### src/rtl/systolic_feed_ctrl_pkg.sv
// ============================================================================
//  Module   : systolic_feed_ctrl_pkg
//  Purpose  : Shared FSM encoding and default geometry for the feed controller
//  Revision : 1.0 - initial release
// ============================================================================
`default_nettype none

package systolic_feed_ctrl_pkg;

    localparam int c_default_data_width = 16;
    localparam int c_default_n          = 4;
    localparam int c_default_m          = 7;
    // The top exposes exactly four row/lane ports regardless of N.
    localparam int c_lane_ports         = 4;

    typedef enum logic [2:0] {
        ST_IDLE  = 3'd0,
        ST_LOAD  = 3'd1,
        ST_READ  = 3'd2,
        ST_FLUSH = 3'd3,
        ST_DONE  = 3'd4
    } state_t;

endpackage

`default_nettype wire

### src/rtl/systolic_feed_ctrl_skew_delay_line.sv
// ============================================================================
//  Module   : skew_delay_line
//  Purpose  : Valid-qualified delay of DEPTH cycles; DEPTH=0 is a pass-through
//  Revision : 1.0 - initial release
// ============================================================================
`default_nettype none

module skew_delay_line #(
    parameter int DATA_WIDTH = 16,
    parameter int DEPTH      = 1
) (
    input  logic                  clk,
    input  logic                  rst,
    input  logic                  i_vld,
    input  logic [DATA_WIDTH-1:0] i_data,
    output logic                  o_vld,
    output logic [DATA_WIDTH-1:0] o_data
);

    generate
        if (DEPTH == 0) begin : g_pass
            logic w_unused;
            assign w_unused = clk ^ rst;
            assign o_vld    = i_vld;
            assign o_data   = i_vld ? i_data : '0;
        end else begin : g_shift
            logic [DEPTH-1:0]      r_vld_q;
            logic [DEPTH-1:0]      w_vld_d;
            logic [DATA_WIDTH-1:0] r_data_q [DEPTH];
            logic [DATA_WIDTH-1:0] w_data_d [DEPTH];

            // Data is zeroed on entry when invalid, so every stage reads 0 while its valid is low.
            always_comb begin
                w_vld_d[0]  = i_vld;
                w_data_d[0] = i_vld ? i_data : '0;
                for (int j = 1; j < DEPTH; j++) begin
                    w_vld_d[j]  = r_vld_q[j-1];
                    w_data_d[j] = r_data_q[j-1];
                end
            end

            always_ff @(posedge clk) begin
                if (rst) begin
                    r_vld_q <= '0;
                    for (int j = 0; j < DEPTH; j++) begin
                        r_data_q[j] <= '0;
                    end
                end else begin
                    r_vld_q  <= w_vld_d;
                    r_data_q <= w_data_d;
                end
            end

            assign o_vld  = r_vld_q[DEPTH-1];
            assign o_data = r_data_q[DEPTH-1];
        end
    endgenerate

endmodule

`default_nettype wire

### src/rtl/systolic_feed_ctrl.sv
// ============================================================================
//  Module   : systolic_feed_ctrl
//  Purpose  : Loads M*N host words into a row buffer, then streams the rows
//             out as a diagonally skewed wavefront for a systolic array.
//  Revision : 1.0 - initial release
// ============================================================================
`default_nettype none

module systolic_feed_ctrl
    import systolic_feed_ctrl_pkg::*;
#(
    parameter int DATA_WIDTH = c_default_data_width,
    parameter int N          = c_default_n,
    parameter int M          = c_default_m
) (
    input  logic                  clk,
    input  logic                  rst,
    input  logic                  start,
    input  logic                  in_valid,
    input  logic [DATA_WIDTH-1:0] in_data,
    output logic                  in_ready,
    output logic                  buf_wr,
    output logic [DATA_WIDTH-1:0] buf_data,
    output logic                  buf_rd,
    input  logic [DATA_WIDTH-1:0] row0,
    input  logic [DATA_WIDTH-1:0] row1,
    input  logic [DATA_WIDTH-1:0] row2,
    input  logic [DATA_WIDTH-1:0] row3,
    output logic [DATA_WIDTH-1:0] lane0,
    output logic [DATA_WIDTH-1:0] lane1,
    output logic [DATA_WIDTH-1:0] lane2,
    output logic [DATA_WIDTH-1:0] lane3,
    output logic [N-1:0]          lane_vld,
    output logic                  busy,
    output logic                  done
);

    localparam int c_word_w  = $clog2(M*N + 1);
    localparam int c_row_w   = $clog2(M + 1);
    localparam int c_flush_w = $clog2(N + 1);

    state_t                r_state_q,     w_state_d;
    logic [c_word_w-1:0]   r_word_cnt_q,  w_word_cnt_d;
    logic [c_row_w-1:0]    r_row_cnt_q,   w_row_cnt_d;
    logic [c_flush_w-1:0]  r_flush_cnt_q, w_flush_cnt_d;
    logic                  r_row_vld_q,   w_row_vld_d;

    logic [DATA_WIDTH-1:0] w_row  [c_lane_ports];
    logic [DATA_WIDTH-1:0] w_lane [c_lane_ports];

    always_comb begin
        w_state_d     = r_state_q;
        w_word_cnt_d  = r_word_cnt_q;
        w_row_cnt_d   = r_row_cnt_q;
        w_flush_cnt_d = r_flush_cnt_q;
        in_ready      = 1'b0;
        buf_wr        = 1'b0;
        buf_rd        = 1'b0;
        busy          = 1'b0;
        done          = 1'b0;

        case (r_state_q)
            ST_IDLE: begin
                if (start) begin
                    w_state_d    = ST_LOAD;
                    w_word_cnt_d = '0;
                    w_row_cnt_d  = '0;
                end
            end
            ST_LOAD: begin
                busy     = 1'b1;
                in_ready = 1'b1;
                if (in_valid) begin
                    buf_wr       = 1'b1;
                    w_word_cnt_d = r_word_cnt_q + c_word_w'(1);
                    if (r_word_cnt_q == c_word_w'(M*N - 1)) begin
                        w_state_d = ST_READ;
                    end
                end
            end
            ST_READ: begin
                busy        = 1'b1;
                buf_rd      = 1'b1;
                w_row_cnt_d = r_row_cnt_q + c_row_w'(1);
                if (r_row_cnt_q == c_row_w'(M - 1)) begin
                    w_state_d     = ST_FLUSH;
                    w_flush_cnt_d = '0;
                end
            end
            // One cycle of buffer latency plus N-1 cycles of skew drain.
            ST_FLUSH: begin
                busy          = 1'b1;
                w_flush_cnt_d = r_flush_cnt_q + c_flush_w'(1);
                if (r_flush_cnt_q == c_flush_w'(N - 1)) begin
                    w_state_d = ST_DONE;
                end
            end
            ST_DONE: begin
                done      = 1'b1;
                w_state_d = ST_IDLE;
            end
            default: begin
                w_state_d = ST_IDLE;
            end
        endcase

        w_row_vld_d = buf_rd;
    end

    always_ff @(posedge clk) begin
        if (rst) begin
            r_state_q     <= ST_IDLE;
            r_word_cnt_q  <= '0;
            r_row_cnt_q   <= '0;
            r_flush_cnt_q <= '0;
            r_row_vld_q   <= 1'b0;
        end else begin
            r_state_q     <= w_state_d;
            r_word_cnt_q  <= w_word_cnt_d;
            r_row_cnt_q   <= w_row_cnt_d;
            r_flush_cnt_q <= w_flush_cnt_d;
            r_row_vld_q   <= w_row_vld_d;
        end
    end

    assign buf_data = buf_wr ? in_data : '0;

    assign w_row[0] = row0;
    assign w_row[1] = row1;
    assign w_row[2] = row2;
    assign w_row[3] = row3;

    // Lane k adds k cycles so row r reaches array row k on the diagonal r+k.
    generate
        for (genvar k = 0; k < c_lane_ports; k++) begin : g_lane
            if (k < N) begin : g_used
                skew_delay_line #(
                    .DATA_WIDTH(DATA_WIDTH),
                    .DEPTH     (k)
                ) u_skew (
                    .clk   (clk),
                    .rst   (rst),
                    .i_vld (r_row_vld_q),
                    .i_data(w_row[k]),
                    .o_vld (lane_vld[k]),
                    .o_data(w_lane[k])
                );
            end else begin : g_tied
                assign w_lane[k] = '0;
            end
        end
        for (genvar k = c_lane_ports; k < N; k++) begin : g_extra_vld
            assign lane_vld[k] = 1'b0;
        end
    endgenerate

    assign lane0 = w_lane[0];
    assign lane1 = w_lane[1];
    assign lane2 = w_lane[2];
    assign lane3 = w_lane[3];

endmodule

`default_nettype wire

### config.mk
export PLATFORM = sky130hd
export DESIGN_NAME = systolic_feed_ctrl
export DESIGN_NICKNAME = d
export VERILOG_FILES = /design/src/rtl/systolic_feed_ctrl_pkg.sv /design/src/rtl/systolic_feed_ctrl_skew_delay_line.sv /design/src/rtl/systolic_feed_ctrl.sv
export SDC_FILE = /design/constraint.sdc
export NUM_CORES = 1
export LEC_CHECK = 0
export ABC_CLOCK_PERIOD_IN_PS = 1400
export CORE_UTILIZATION = 45
export DETAILED_ROUTE_END_ITERATION = 12
export DONT_BUFFER_PORTS = 1
export GPL_ROUTABILITY_DRIVEN = 1
export PLACE_DENSITY_LB_ADDON = 0.1
export SLEW_MARGIN = 20
export SYNTH_ARGS = -nofsm -noshare
export SYNTH_HDL_FRONTEND = slang
export SYNTH_SLANG_ARGS = --single-unit
### constraint.sdc
create_clock -name clk -period 1.4 [get_ports clk]
set_input_delay 0.28 -clock clk [delete_from_list [all_inputs] [get_ports clk]]
set_output_delay 0.28 -clock clk [all_outputs]
set_load 0.03 [all_outputs]
==> implementation parameters, run 1 <==
Parameter                              Value

Global route
  Overflow left after global routing ... 0
  Overall routing resource usage ... 0.184
  Initial antenna violation count ... 0
  Pin count of the biggest net entering global routing ... 59
  Met3 Use GR ... 0.0837
  First-pass GRT wire length ... 12200 um
  Global-route met2 utilization ... 0.299
  GR Util met1 ... 0.204
  Via count of the first global-routing pass ... 2461
  Peak-usage layer in the global routing report ... met2

Timing
  Post-route minimum period ... 1.73 ns
  Unrepaired setup endpoints after global routing ... yes
  Max-slew violation count ... 0
  Slack of the critical path ... -0.328 ns
  Final hold viol count ... 0
  Transition time at the pin with the least slew margin ... 0.348 ns
  Period Utilization, post-route ... 1.23
  Highest Clock Rate ... 0.579 GHz
  Number of setup violations in the final report ... 38
  Slew Limit Headroom ... 0.768
  Largest clock skew in the final design ... 0.00883 ns

Finish
  Share of final-layout standard cells stronger than drive strength 1 ... 0.312
  Filler instances ... 663
  Area Growth Syn to Fin ... 37.4%
  Most frequent cells in the layout ... sky130_fd_sc_hd__dfxtp_1, sky130_fd_sc_hd__nor2b_1, sky130_fd_sc_hd__dlygate4sd3_1
  Final core utilization ... 0.651
  Inserted Diodes ... 0
  Final net count ... 518
  Most common library cell in the layout ignoring fill and taps ... sky130_fd_sc_hd__dfxtp_1

Die
  Core Footprint ... 8340 um2
  Starting density of the core ... 0.474
  Area of the die ... 9160 um2
  DIE WIDTH ... 95.7 um
  Std-Cell Rows ... 33
  Ports placed on the boundary ... 173
  Die H ... 95.7 um

Status
  Violated checks ... setup timing
  Run status ... finished with violations

Synth
  Post-synth design cell area ... 3950 um2
  Library cell occupying the most area in the post-synthesis netlist ... sky130_fd_sc_hd__dfxtp_1
  Count of mapped cells out of synthesis ... 369
  Area share of the largest cell type after synthesis ... 0.577
  Number of flops mapped to enable cells by yosys ... 0
  Compound-gate portion of the synthesized area ... 0.0304
  Flop and latch count out of synthesis ... 114
  Adder-cell area share of the yosys netlist ... 0.0158
  Fraction of registers with async set/reset ... 0
  Dominant combinational cell family by area after synthesis ... simple AND/OR/NAND/NOR gates
  Mapped Nets ... 458
  Largest cells by area after synthesis ... sky130_fd_sc_hd__dfxtp_1, sky130_fd_sc_hd__and2_1, sky130_fd_sc_hd__nor2b_1
  Yosys warning total ... 0
  Average size of a mapped cell ... 10.7 um2
  Multiplexer share of the synthesized area ... 0.00538
  Number of different library cells in the post-synthesis netlist ... 40
  Fraction of the yosys area taken by sequential cells ... 0.577
  Post-Synth Simple-Gate Area ... 0.265
  XOR/XNOR Fraction of Synth Area ... 0.0111
  Commonest register cell after synthesis ... sky130_fd_sc_hd__dfxtp_1

Worst hold path
  Class of the worst hold path ... in2reg
  Hold path startpoint ... rst

Placed design
  Quantity of I/O buffers inserted on ports ... 0
  Weighted congestion reported at the end of routability-driven placement ... 0.855
  Hpwl dp ... 4470 um

Route
  Via density ... 4.57
  First DRT Iteration DRCs ... 36
  DRT antenna net count ... 0
  Routed WL ... 8090 um
  Via count ... 2498
  Routed WL per cell ... 14.8 um
  First-pass DRT Iterations ... 4
  DR DRC count ... 0

Power and ir drop
  PD cells ... 1450 nW/um2
  Switching portion of total power ... 0.220
  Flop pwr share ... 0.415
  Switching power total ... 1.73 mW
  Proportion of power drawn by combinational gates ... 0.053
  Worst voltage drop across the vdd grid ... 0.00118 V
  Total internal power ... 6.12 mW
  Clock group share of total power ... 0.532
  Total chip power ... 7.85 mW
  Leak ... 2.29 nW

Clock tree
  Clock-pin slew reported for the worst setup and hold paths after clock tree synthesis ... 0.06 ns
  Clock tree from TritonCTS ... built
  Maximum level of the CTS H-tree ... 4
  Later-pin clock latency in the skew report ... 0.50 ns
  Master cell of the clock root buffer ... sky130_fd_sc_hd__clkbuf_8
  Number of clock buffers inserted by TritonCTS ... 17
  Clock sink count ... 114
  CTS max path bufs ... 2

Worst setup path
  Data arrival time of the critical path ... 1.45 ns
  Maximum net fanout on the critical path ... 5
  Kind of start point of the critical path ... flip-flop
  FF-to-FF Start ... r_state_q[0]
  Data required time at the worst endpoint ... 1.12 ns
  Crit path from ... r_state_q[2]
  Startpoint-to-endpoint class of the critical path ... reg2out
  Endpoint kind of the worst setup timing path ... output port
  Register-to-Register Setup Slack ... -0.02 ns
  Crit Reg-Reg Endpoint ... r_state_q[0]
  Critical path capture point ... buf_data[11]
  Worst R2R Path Depth ... 6

Flow run
  # Max-Cap Violations ... 0
[per-layer routing]
metal / up-vias / wire length (um) / share of wire
met1: 1126 / 3290 / 0.41
met3: 19 / 564 / 0.070
met2: 113 / 4050 / 0.50
met5: - / 0 / 0
met4: 0 / 191 / 0.024
li1: 1240 / - / -
[stage by stage]
stage               worst slack, ns  cell area [um2]  instances  TNS [ns]  hold WS (ns)
floorplan                   -0.0837             3970        369    -0.828         0.402
global placement             0.0138             3930        442         0         0.358
detailed placement          -0.0935             3930        442   -0.0935         0.360
CTS                          -0.367             5290        535     -8.89        0.0155
global route                 -0.411             5430        547    -10.39        0.0131
finish                       -0.328             5430        547     -7.62        0.0447
[Yosys cell counts, drive strengths merged (2+ instances only)]
| library cell | instances |
|---|---|
| and2 | 82 |
| dfxtp | 114 |
| xor2 | 4 |
| inv | 5 |
| nand2b | 2 |
| nand3 | 2 |
| buf | 40 |
| ha | 5 |
| nand2 | 13 |
| and3 | 2 |
| a21oi | 2 |
| nand4 | 2 |
| nor2b | 51 |
| clkbuf | 13 |
| nor3 | 2 |
| nor2 | 13 |
[logic make-up after synthesis]
group / Yosys count
AO/OA/AOI/OAI: 13
XOR/XNOR: 5
adder cells (fa/ha/maj): 5
buffers and inverters: 58
flip-flops: 114
multiplexers: 2
AND/OR/NAND/NOR: 172
[power groups by stage]
stage / sequential (mW) / combinational, mW / clock [mW]
after global routing: 3.25 / 0.443 / 4.45
after floorplan: 3.32 / 0.188 / 0
after global placement: 3.33 / 0.183 / 0
after CTS: 3.25 / 0.372 / 4.27
final: 3.26 / 0.416 / 4.18
after detailed placement: 3.33 / 0.185 / 0
[registers in the layout, summed over array words and instances, names as in the netlist]
signal                                 cells
g_lane.g_used.u_skew.o_data               48
g_lane.g_used.u_skew.g_shift.r_data_q     48
r_word_cnt_q                               5
g_lane.g_used.u_skew.g_shift.r_vld_q       3
r_flush_cnt_q                              3
r_row_cnt_q                                3
r_state_q                                  3
r_row_vld_q                                1
[layout make-up]
class	count	area, um2	area share
tap	105	131	0.0242
clock inverter	13	149	0.0274
clock buffer	19	442	0.0814
timing repair buffer	91	926	0.171
inverter	5	18.8	0.00346
sequential	114	2300	0.424
multi-input combinational	200	1460	0.269
[worst min-delay path by stage]
| stage | end | cells after the start |
|---|---|---|
| 2_1_floorplan | g_lane[1].g_used.u_skew.o_data[0] | 1 |
| 3_3_place_gp | g_lane[2].g_used.u_skew.o_data[7] | 1 |
| 4_1_cts | r_state_q[0] | 2 |
| 6_report | r_state_q[0] | 2 |
| 5_1_grt | r_state_q[0] | 2 |
| 3_5_place_dp | g_lane[3].g_used.u_skew.o_data[15] | 1 |
[worst max-delay path, cell delays in order, from the launching register on]
cell	delay, ns
sky130_fd_sc_hd__dfxtp_4	0.36
sky130_fd_sc_hd__nor2_4	0.15
sky130_fd_sc_hd__and3_4	0.24
sky130_fd_sc_hd__and2_4	0.20
[repair_timing]
action | 4_1_cts | 5_1_grt
gates resized for setup | 66 | 14
pin swaps | 8 | 25
gates cloned | 2 | 2
endpoints found under the setup margin | 40 | 41
hold buffers | 51 | 0
hold endpoints to repair | 107 | 0
buffers inserted | 8 | 10
No activity file was read; power rests on OpenSTA's default activity.
==> run 2: changes to the inputs <==
- ABC_CLOCK_PERIOD_IN_PS: 1400 -> default
==> results of run 2 <==
Same layout as run 1: the final DEF is identical, and so are final timing and power.
